File: src/rtl/iob_bus_demux_pipe_pkg.sv
// Shared constants for the iob_bus_demux_pipe slice: select modes, the error
// read pattern and the outstanding-read counter width.
package iob_bus_demux_pipe_pkg;

  localparam int SEL_EXT  = 0;
  localparam int SEL_ADDR = 1;

  // Every bit of a timed-out read response carries this value.
  localparam logic RD_ERR_BIT = 1'b1;

  function automatic int cnt_w(input int max_rd);
    return $clog2(max_rd + 1);
  endfunction

endpackage

File: src/rtl/iob_bus_demux_pipe_trk.sv
// Outstanding-read tracker: read count, owning follower, and the optional
// response timer enabled by IOB_BUS_DEMUX_PIPE_TIMEOUT_EN.
module iob_bus_demux_pipe_trk
  import iob_bus_demux_pipe_pkg::*;
#(
  parameter int NB     = 2,
  parameter int MAX_RD = 4,
  parameter int TMO_W  = 8
) (
  input  logic          clk_i,
  input  logic          cke_i,
  input  logic          rst_i,
  input  logic          rd_acc,
  input  logic [NB-1:0] sel,
  input  logic          rvalid_sel,
  output logic          cnt_nz,
  output logic          cnt_full,
  output logic [NB-1:0] cur_sel,
  output logic          tmo_rvalid,
  output logic          tmo_o
);

  localparam int CNT_W = cnt_w(MAX_RD);

  logic [CNT_W-1:0] cnt_reg, cnt_next;
  logic [NB-1:0]    cur_sel_reg;
  logic             dec;

  assign cnt_nz   = (cnt_reg != '0);
  assign cnt_full = (cnt_reg == CNT_W'(MAX_RD));
  assign cur_sel  = cur_sel_reg;

`ifdef IOB_BUS_DEMUX_PIPE_TIMEOUT_EN
  logic [TMO_W-1:0] tmr_reg;
  logic             tmo_reg;

  // A real response in the same cycle wins over the synthetic error response.
  assign tmo_rvalid = cnt_nz && !rvalid_sel && (&tmr_reg);
  assign tmo_o      = tmo_reg;

  always_ff @(posedge clk_i) begin
    if (rst_i) begin
      tmr_reg <= '0;
      tmo_reg <= 1'b0;
    end else if (cke_i) begin
      if (!cnt_nz || rvalid_sel || tmo_rvalid)
        tmr_reg <= '0;
      else
        tmr_reg <= tmr_reg + TMO_W'(1);
      if (tmo_rvalid)
        tmo_reg <= 1'b1;
    end
  end
`else
  assign tmo_rvalid = 1'b0;
  assign tmo_o      = 1'b0;
`endif

  assign dec = (rvalid_sel && cnt_nz) || tmo_rvalid;

  always_comb begin
    cnt_next = cnt_reg;
    if (rd_acc && !dec)
      cnt_next = cnt_reg + CNT_W'(1);
    else if (!rd_acc && dec)
      cnt_next = cnt_reg - CNT_W'(1);
  end

  always_ff @(posedge clk_i) begin
    if (rst_i) begin
      cnt_reg     <= '0;
      cur_sel_reg <= '0;
    end else if (cke_i) begin
      cnt_reg <= cnt_next;
      if (rd_acc)
        cur_sel_reg <= sel;
    end
  end

endmodule

File: src/rtl/iob_bus_demux_pipe.sv
// Pipelined IOb 1-to-N demux with outstanding-read tracking; optional response
// timeout via IOB_BUS_DEMUX_PIPE_TIMEOUT_EN (see iob_bus_demux_pipe_trk).
module iob_bus_demux_pipe
  import iob_bus_demux_pipe_pkg::*;
#(
  parameter int ADDR_W   = 32,
  parameter int DATA_W   = 32,
  parameter int N        = 4,
  parameter int NB       = $clog2(N),
  parameter int SEL_MODE = SEL_EXT,
  parameter int MAX_RD   = 4,
  parameter int TMO_W    = 8
) (
  input  logic                    clk_i,
  input  logic                    cke_i,
  input  logic                    rst_i,
  input  logic                    m_valid_i,
  input  logic [ADDR_W-1:0]       m_addr_i,
  input  logic [DATA_W-1:0]       m_wdata_i,
  input  logic [DATA_W/8-1:0]     m_wstrb_i,
  output logic [DATA_W-1:0]       m_rdata_o,
  output logic                    m_rvalid_o,
  output logic                    m_ready_o,
  output logic [N-1:0]            f_valid_o,
  output logic [N*ADDR_W-1:0]     f_addr_o,
  output logic [N*DATA_W-1:0]     f_wdata_o,
  output logic [N*DATA_W/8-1:0]   f_wstrb_o,
  input  logic [N*DATA_W-1:0]     f_rdata_i,
  input  logic [N-1:0]            f_rvalid_i,
  input  logic [N-1:0]            f_ready_i,
  input  logic [NB-1:0]           f_sel_i,
  output logic                    tmo_o
);

  localparam int SW = DATA_W / 8;

  logic [NB-1:0]     sel;
  logic [NB-1:0]     cur_sel;
  logic [N-1:0]      sel_oh, cur_oh;
  logic              unmapped, is_read, stall, open;
  logic              cnt_nz, cnt_full, rd_acc, rvalid_sel, tmo_rvalid;
  logic [DATA_W-1:0] rdata_mux;

  generate
    if (SEL_MODE == SEL_ADDR) begin : g_sel_addr
      assign sel = m_addr_i[ADDR_W-1 -: NB];
    end else begin : g_sel_ext
      assign sel = f_sel_i;
    end
  endgenerate

  assign unmapped = (int'(sel) >= N);
  assign is_read  = (m_wstrb_i == '0);
  // Switching followers waits for every pending read so responses stay ordered.
  assign stall    = (cnt_nz && (sel != cur_sel)) || (cnt_full && is_read) || unmapped;
  assign open     = !rst_i && !stall;

  assign m_ready_o  = open && |(f_ready_i & sel_oh);
  assign rd_acc     = m_valid_i && m_ready_o && is_read;
  assign rvalid_sel = |(f_rvalid_i & cur_oh);

  genvar gi;
  generate
    for (gi = 0; gi < N; gi++) begin : g_fan
      assign sel_oh[gi] = (sel == NB'(gi));
      assign cur_oh[gi] = (cur_sel == NB'(gi));
      assign f_valid_o[gi]                  = open && m_valid_i && sel_oh[gi];
      assign f_addr_o[gi*ADDR_W +: ADDR_W]  = m_addr_i;
      assign f_wdata_o[gi*DATA_W +: DATA_W] = m_wdata_i;
      assign f_wstrb_o[gi*SW +: SW]         = sel_oh[gi] ? m_wstrb_i : '0;
    end
  endgenerate

  always_comb begin
    rdata_mux = '0;
    for (int i = 0; i < N; i++)
      if (cur_oh[i])
        rdata_mux = rdata_mux | f_rdata_i[i*DATA_W +: DATA_W];
  end

  assign m_rvalid_o = !rst_i && ((rvalid_sel && cnt_nz) || tmo_rvalid);
  assign m_rdata_o  = tmo_rvalid ? {DATA_W{RD_ERR_BIT}} : rdata_mux;

  iob_bus_demux_pipe_trk #(
    .NB     (NB),
    .MAX_RD (MAX_RD),
    .TMO_W  (TMO_W)
  ) u_trk (
    .clk_i      (clk_i),
    .cke_i      (cke_i),
    .rst_i      (rst_i),
    .rd_acc     (rd_acc),
    .sel        (sel),
    .rvalid_sel (rvalid_sel),
    .cnt_nz     (cnt_nz),
    .cnt_full   (cnt_full),
    .cur_sel    (cur_sel),
    .tmo_rvalid (tmo_rvalid),
    .tmo_o      (tmo_o)
  );

endmodule
File: config.mk
export PLATFORM = sky130hd
export DESIGN_NAME = iob_bus_demux_pipe
export DESIGN_NICKNAME = d
export VERILOG_FILES = /design/src/rtl/iob_bus_demux_pipe_pkg.sv /design/src/rtl/iob_bus_demux_pipe_trk.sv /design/src/rtl/iob_bus_demux_pipe.sv
export SDC_FILE = /design/constraint.sdc
export NUM_CORES = 1
export LEC_CHECK = 0
export BUFFER_PORTS_ARGS = -buffer_cell sky130_fd_sc_hd__buf_4
export CAP_MARGIN = 20
export CORE_AREA = 2 2 202 204
export CTS_BUF_LIST = sky130_fd_sc_hd__clkbuf_8
export DETAILED_ROUTE_END_ITERATION = 6
export DIE_AREA = 0 0 204 206
export HOLD_SLACK_MARGIN = 0.08
export PLACE_DENSITY = 0.42
export SYNTH_ARGS = -nofsm -noshare
export SYNTH_HDL_FRONTEND = slang
export SYNTH_HIERARCHICAL = 1
export SYNTH_SLANG_ARGS = --single-unit
File: constraint.sdc
create_clock -name clk_i -period 3.8 [get_ports clk_i]
set_input_delay 0.95 -clock clk_i [delete_from_list [all_inputs] [get_ports clk_i]]
set_output_delay 0.95 -clock clk_i [all_outputs]
set_load 0.005 [all_outputs]
## Word-level counts from Yosys, hierarchy flattened

Cells that the tools add are included.

- Logic and storage cells: 56
- Bits in registers: 5
- Output and inout bits: 311
- Input bits: 210

- $add $sub $neg: 2
- Muxes and demuxes: 10
- Equality and inequality tests: 8
- Bitwise gates (word level): 5
- Reduce and logical (&&, ||, !) cells: 29

Operators with widths:

| operator | count |
|---|---|
| two-way mux 32 bit | 4 |
| bitwise OR 32 bit | 3 |
| two-way mux 4 bit | 4 |
| logical AND 1 bit | 15 |
| bitwise AND 4 bit | 2 |
| == test 2 bit, second input constant | 4 |
| OR reduction 4 bit | 2 |
| two-way mux 3 bit | 2 |
| == test 2 x 1 -> 1 bit, second input constant | 2 |
| zero test 1 bit | 4 |
| zero test 2 bit | 2 |
| zero test 4 bit | 1 |
| AND reduction 2 bit | 2 |
| adder 3 x 1 -> 3 bit, second input constant | 1 |
| == test 3 bit, second input constant | 1 |
| nonzero test 3 bit | 1 |
| subtractor 3 x 1 -> 3 bit, second input constant | 1 |
| != test 2 bit | 1 |
| nonzero test 2 bit | 1 |
| logical OR 1 bit | 1 |

## Longest topological paths before layout

- Depth in word-level cells: 12
- Gate-level depth with buffers: 11
- Mapped depth without buffers: 9

## Hierarchy

The synthesis kept the hierarchy.

Modules (own cells, without submodules):

| module | area an instance (µm²) | sequential area each (µm²) | times used | cells each |
|---|---|---|---|---|
| iob_bus_demux_pipe | 3234.4 | 0.0 | 1 | 370 |
| iob_bus_demux_pipe_trk | 281.5 | 100.1 | 1 | 31 |

## Worst setup path before layout

No wires, ideal clock.

- Path type: input port to flip-flop
- From: input port f_sel_i[1]
- To: register u_trk.cnt_reg[2]
- Required time: 3.684 ns
- Setup time: 0.116 ns
- Arrival: 3.080 ns
- Slack: 0.605 ns
- Cell stages on the path: 10
- Buffers on the path: 1
- Cells stage by stage: clkbuf_1 xnor2_1 a21boi_1 nor4_1 ha_1 inv_1 fa_1 xnor2_1 a21oi_2 a31o_1

- Longest elaborated chain between the ends: 12
- Elaborated cells between the ends (all ways): 20
- Those cells by class: eq/ne: 4; mux: 1; bitwise: 1; reduce/logical: 14

RTL lines:

| element | line | text |
|---|---|---|
| start, declared | iob_bus_demux_pipe.sv:31 | `input logic [NB-1:0] f_sel_i,` |
| != test 2 bit | iob_bus_demux_pipe.sv:55 | `assign stall = (cnt_nz && (sel != cur_sel)) \|\| (cnt_full && is_read) \|\| unmapped;` |
| logical AND 1 bit | iob_bus_demux_pipe.sv:55 |  |
| logical OR 1 bit | iob_bus_demux_pipe.sv:55 |  |
| zero test 1 bit | iob_bus_demux_pipe.sv:56 | `assign open = !rst_i && !stall;` |
| logical AND 1 bit | iob_bus_demux_pipe.sv:56 |  |
| logical AND 1 bit (*) | iob_bus_demux_pipe.sv:58 | `assign m_ready_o = open && \|(f_ready_i & sel_oh);` |
| logical AND 1 bit (*) (2 in a row) | iob_bus_demux_pipe.sv:59 | `assign rd_acc = m_valid_i && m_ready_o && is_read;` |
| named net rd_acc | iob_bus_demux_pipe.sv:41 | `logic cnt_nz, cnt_full, rd_acc, rvalid_sel, tmo_rvalid;` |
| zero test 1 bit | iob_bus_demux_pipe_trk.sv:65 | `else if (!rd_acc && dec)` |
| logical AND 1 bit | iob_bus_demux_pipe_trk.sv:65 |  |
| nonzero test 2 bit (no source line) | n/a |  |
| AND reduction 2 bit (no source line) | n/a |  |
| end signal, assigned | iob_bus_demux_pipe_trk.sv:74 | `cnt_reg <= cnt_next;` |
| end, declared | iob_bus_demux_pipe_trk.sv:25 | `logic [CNT_W-1:0] cnt_reg, cnt_next;` |

The timed path passes the listed nets; every way through them passes the cells marked *.
A chain may end at the register's enable or synchronous reset.

## Final worst setup path

- From: input port f_rdata_i[0]
- To: output port m_rdata_o[0]

- Longest elaborated chain between the ends: 7

RTL lines:

| element | line | text |
|---|---|---|
| start, declared | iob_bus_demux_pipe.sv:28 | `input logic [N*DATA_W-1:0] f_rdata_i,` |
| two-way mux 32 bit (*) | iob_bus_demux_pipe.sv:77 | `if (cur_oh[i])` |
| bitwise OR 32 bit | iob_bus_demux_pipe.sv:78 | `rdata_mux = rdata_mux \| f_rdata_i[i*DATA_W +: DATA_W];` |
| two-way mux 32 bit (*) | iob_bus_demux_pipe.sv:77 |  |
| bitwise OR 32 bit | iob_bus_demux_pipe.sv:78 |  |
| two-way mux 32 bit (*) | iob_bus_demux_pipe.sv:77 |  |
| bitwise OR 32 bit | iob_bus_demux_pipe.sv:78 |  |
| two-way mux 32 bit (*) | iob_bus_demux_pipe.sv:77 |  |
| end, declared | iob_bus_demux_pipe.sv:21 | `output logic [DATA_W-1:0] m_rdata_o,` |

Mark *: on every way between the ends. The rest lies on a longest branch, timed or not.

==> metrics.md <==
| Metric | Value |
|---|---|
| Outcome | `finished clean` |
| Avg Cell Area, Syn | `between 8 and 9 um2` |
| Post-DR vias/cell | `around 2.6` |
| Sequential cell area | `around 100 um2` |
| CTS tree | `built` |
| Most Crowded Layer GR | `met2` |
| Largest net degree at the start of global routing | `34` |
| Postcts setup bufs | `0` |
| Max reg flops | `3` |
| Hold_sp | `u_trk/cnt_reg[1]$_SDFFE_PP0P_` |
| Hold Path Stages | `2` |
| PwrDens | `105.2 nW/um2` |
| H-tree levels | `1` |
| Port Buf Inserts | `between 150 and 200` |
| Peak Freq | `between 300 and 400 MHz` |
| Grt met1 use | `approximately 5%` |
| Largest delay share family, worst path | `multiplexers` |
| Crit Path Category | `in -> out` |
| Max-capacitance violation count | `0` |
| P&R area growth vs syn | `5.943%` |
| Final Critical Period | `about 3.0 ns` |
| Global route overflow | `0` |
| Final setup vio count | `0` |
| Crit Path Max Fanout | `1` |
| Crit end category | `output pin` |
| DR DRC count | `0` |
| Slew of the pin with the lowest slew margin | `about 0.64 ns` |
| Layout cells sized above 1 | `between 70% and 80%` |
| Initial antenna violation count | `1` |
| Synth area leaders | `buf_4, mux4_2, or2_1` |
| WP data arrival | `between 2 and 2.5 ns` |
| Register-to-register setup slack | `1.00 ns` |
| Die Ht | `about 210 um` |
| Starting Density | `just under 9%` |
| Avg WL per Cell | `roughly 13 um` |
| Cell mode on critical path | `buf_4` |
| Leakage power | `approximately 1.4 nW` |
| Maximum VDD drop | `around 0.053 mV` |
| Setup TNS | `0 ns` |
| CP Launch Type | `input pin` |
| Worst R2R End | `u_trk/cnt_reg[2]$_SDFFE_PP0P_` |
| CTS max path bufs | `2` |
| Ys Warns | `6` |
| Final hold viol count | `0` |
| First-pass GRT wire length | `about 16 mm` |
| Worst path required time | `2.85 ns` |
| Delay of the slowest critical-path stage | `about 0.54 ns` |
| R2R cell count | `10` |
| Number of library cell types mapped by synthesis | `33` |
| Total GRT Usage | `5.094%` |
| Max_slew headroom | `a little under three fifths` |
| Post-Syn Instances | `401` |
| Filler cells | `roughly 4700` |
| Drt first pass iters | `4` |
| RSZ-0062 raised after global routing | `false` |
| Vias in the first global route | `~2400` |
| Gp weighted congestion | `0.6825` |
| Yosys reg bits | `5` |
| Starting DRT DRC Count | `70` |
| Synth top area share | `approximately 55%` |
| Via count | `2232` |
| CP cell instances | `buf_4, mux4_1, or2_2, buf_4` |
| Hold buffers post-CTS | `0` |
| Min-Delay Endpoint | `u_trk/cnt_reg[1]$_SDFFE_PP0P_` |
| Clk_skew | `0.003868 ns` |
| DIE AREA | `between 40000 and 50000 um2` |
| I/O pin count | `approximately 520` |
| Clk slew on worst S/H paths | `approximately 0.03 ns` |
| Wirelength, routed | `~11 mm` |
| Die width | `about 200 um` |
| Clk_lat worst skew | `0.22 ns` |
| Clock sink count | `5` |
| Final Cycle Share | `between 70% and 80%` |
| Total CTS buffers | `3` |
| Worst setup path startpoint | `f_rdata_i[0]` |
| Final core utilization | `roughly 9%` |
| Met2 Use GR | `under 10%` |
| Mapped cell area | `3516 um2` |
| DP Wirelength | `9.818 mm` |
| Multi-input logic area | `about 1400 um2` |
| Reg2reg start | `u_trk/cur_sel[1]$_SDFFE_PP0P_` |
| Row Count | `74` |
| Post-synthesis sequential area ratio | `approximately 2.8%` |
| Slew Limit Fails | `0` |
| WP buf/inv | `2` |
| Core box area | `40180 um2` |
| Post-synthesis cell type with the largest combined area | `buf_4` |
| Cts repair resizes | `0` |
| Global Route met3 Usage | `between 3 and 4%` |
| Hold Crit Class | `reg -> reg` |
| Fin nets | `551` |
| Slowest CP cell | `mux4_1` |
| Root Driver | `clkbuf_8` |
| Antenna viol nets, final | `0` |
layer usage:
layer  share of wire (%)  vias up
met1                  32      994
met4                 5.4        0
li1                    -      943
met5                   0        -
met3                  17       54
met2                  45      241
worst max path at each step:
stage                                               end  slack (ns)  cells past startpoint
after floorplan           u_trk/cnt_reg[2]$_SDFFE_PP0P_        0.60                     10
after global placement    u_trk/cnt_reg[2]$_SDFFE_PP0P_        0.62                     11
after detailed placement  u_trk/cnt_reg[2]$_SDFFE_PP0P_        0.61                     11
after CTS                                  m_rdata_o[0]        0.73                      4
after global routing      u_trk/cnt_reg[2]$_SDFFE_PP0P_        0.67                     11
final                                      m_rdata_o[0]        0.80                      4
metrics by stage:
step | hold slack (ns) | total power [W] | area (um2) | std cells | worst slack, ns
2_1_floorplan | 0.4291 | 0.0003478 | 3520 | 402 | 0.6048
3_3_place_gp | 0.5629 | 0.0002974 | 3677 | 866 | 0.6197
3_5_place_dp | 0.5775 | 0.0003001 | 3677 | 866 | 0.6096
4_1_cts | 0.5789 | 0.0003969 | 3722 | 870 | 0.7313
5_1_grt | 0.6202 | 0.0004192 | 3722 | 870 | 0.6665
6_report | 0.5824 | 0.0003917 | 3725 | 871 | 0.7992
cell families after synthesis:
| group | share of synthesized area [%] |
|---|---|
| mux | 22.49 |
| compound gates | 1.352 |
| fa+ha+maj | 0.9252 |
| flops | 2.847 |
| simple gates | 12.85 |
| buf+inv | 58.43 |
| xor+xnor | 0.9963 |
| other cells | 0.1067 |
synthesized netlist by cell type (all sizes together):
library cell	number
xnor2	4
and3	4
a21oi	4
or3	1
dfxtp	5
inv	2
nor4b	3
clkbuf	5
nand3	2
or2	32
nor2b	2
ha	1
a21o	1
and2b	1
a21boi	1
mux4	34
conb	1
nor3b	2
nor4	3
nand2b	1
fa	1
a31o	1
nor2	5
nand2	6
mux2i	1
and2	12
buf	266
cell type report:
| cell class | count | share of cell area (%) |
|---|---|---|
| diodes | 1 | 0.06718 |
| clock buffers | 3 | 1.108 |
| clock inverters | 1 | 0.1008 |
| inverters | 2 | 0.2015 |
| multi-input cells | 124 | 36.65 |
| flip-flops and latches | 5 | 2.754 |
| well taps | 532 | 17.87 |
| repair buffers | 203 | 41.25 |
cells in the final DEF (no fill, tap or decap):
cell type	instances
mux2i_1	1
conb_1	2
dfxtp_1	3
nor4_1	3
a21o_1	1
xnor2_1	4
mux4_2	30
or3_4	1
ha_1	1
diode_2	1
a21oi_1	3
and2b_4	1
nand2b_1	1
fa_1	1
and2_1	12
a31o_1	1
a21oi_2	1
clkbuf_8	3
nand3_1	2
or2_2	4
nor2_1	5
nor3b_1	2
or2_1	28
buf_12	1
inv_1	3
buf_4	202
nor4b_1	3
nor2b_1	2
nand2_1	6
a21boi_1	1
mux4_1	4
dfxtp_2	2
and3_1	4
tightest hold or removal path, stage by stage (launching register included):
cell,delay (ns)
dfxtp_1,0.34
mux2i_1,0.14
nor2_1,0.05
power breakdown:
| part | total (W) | switching, W | internal (W) |
|---|---|---|---|
| sequential | 0.0000551 | 0.00000135 | 0.0000538 |
| clock | 0.0000934 | 0.0000243 | 0.0000691 |
| combinational | 0.000243 | 0.0000734 | 0.000170 |
Power figures use the tool's default switching activity.
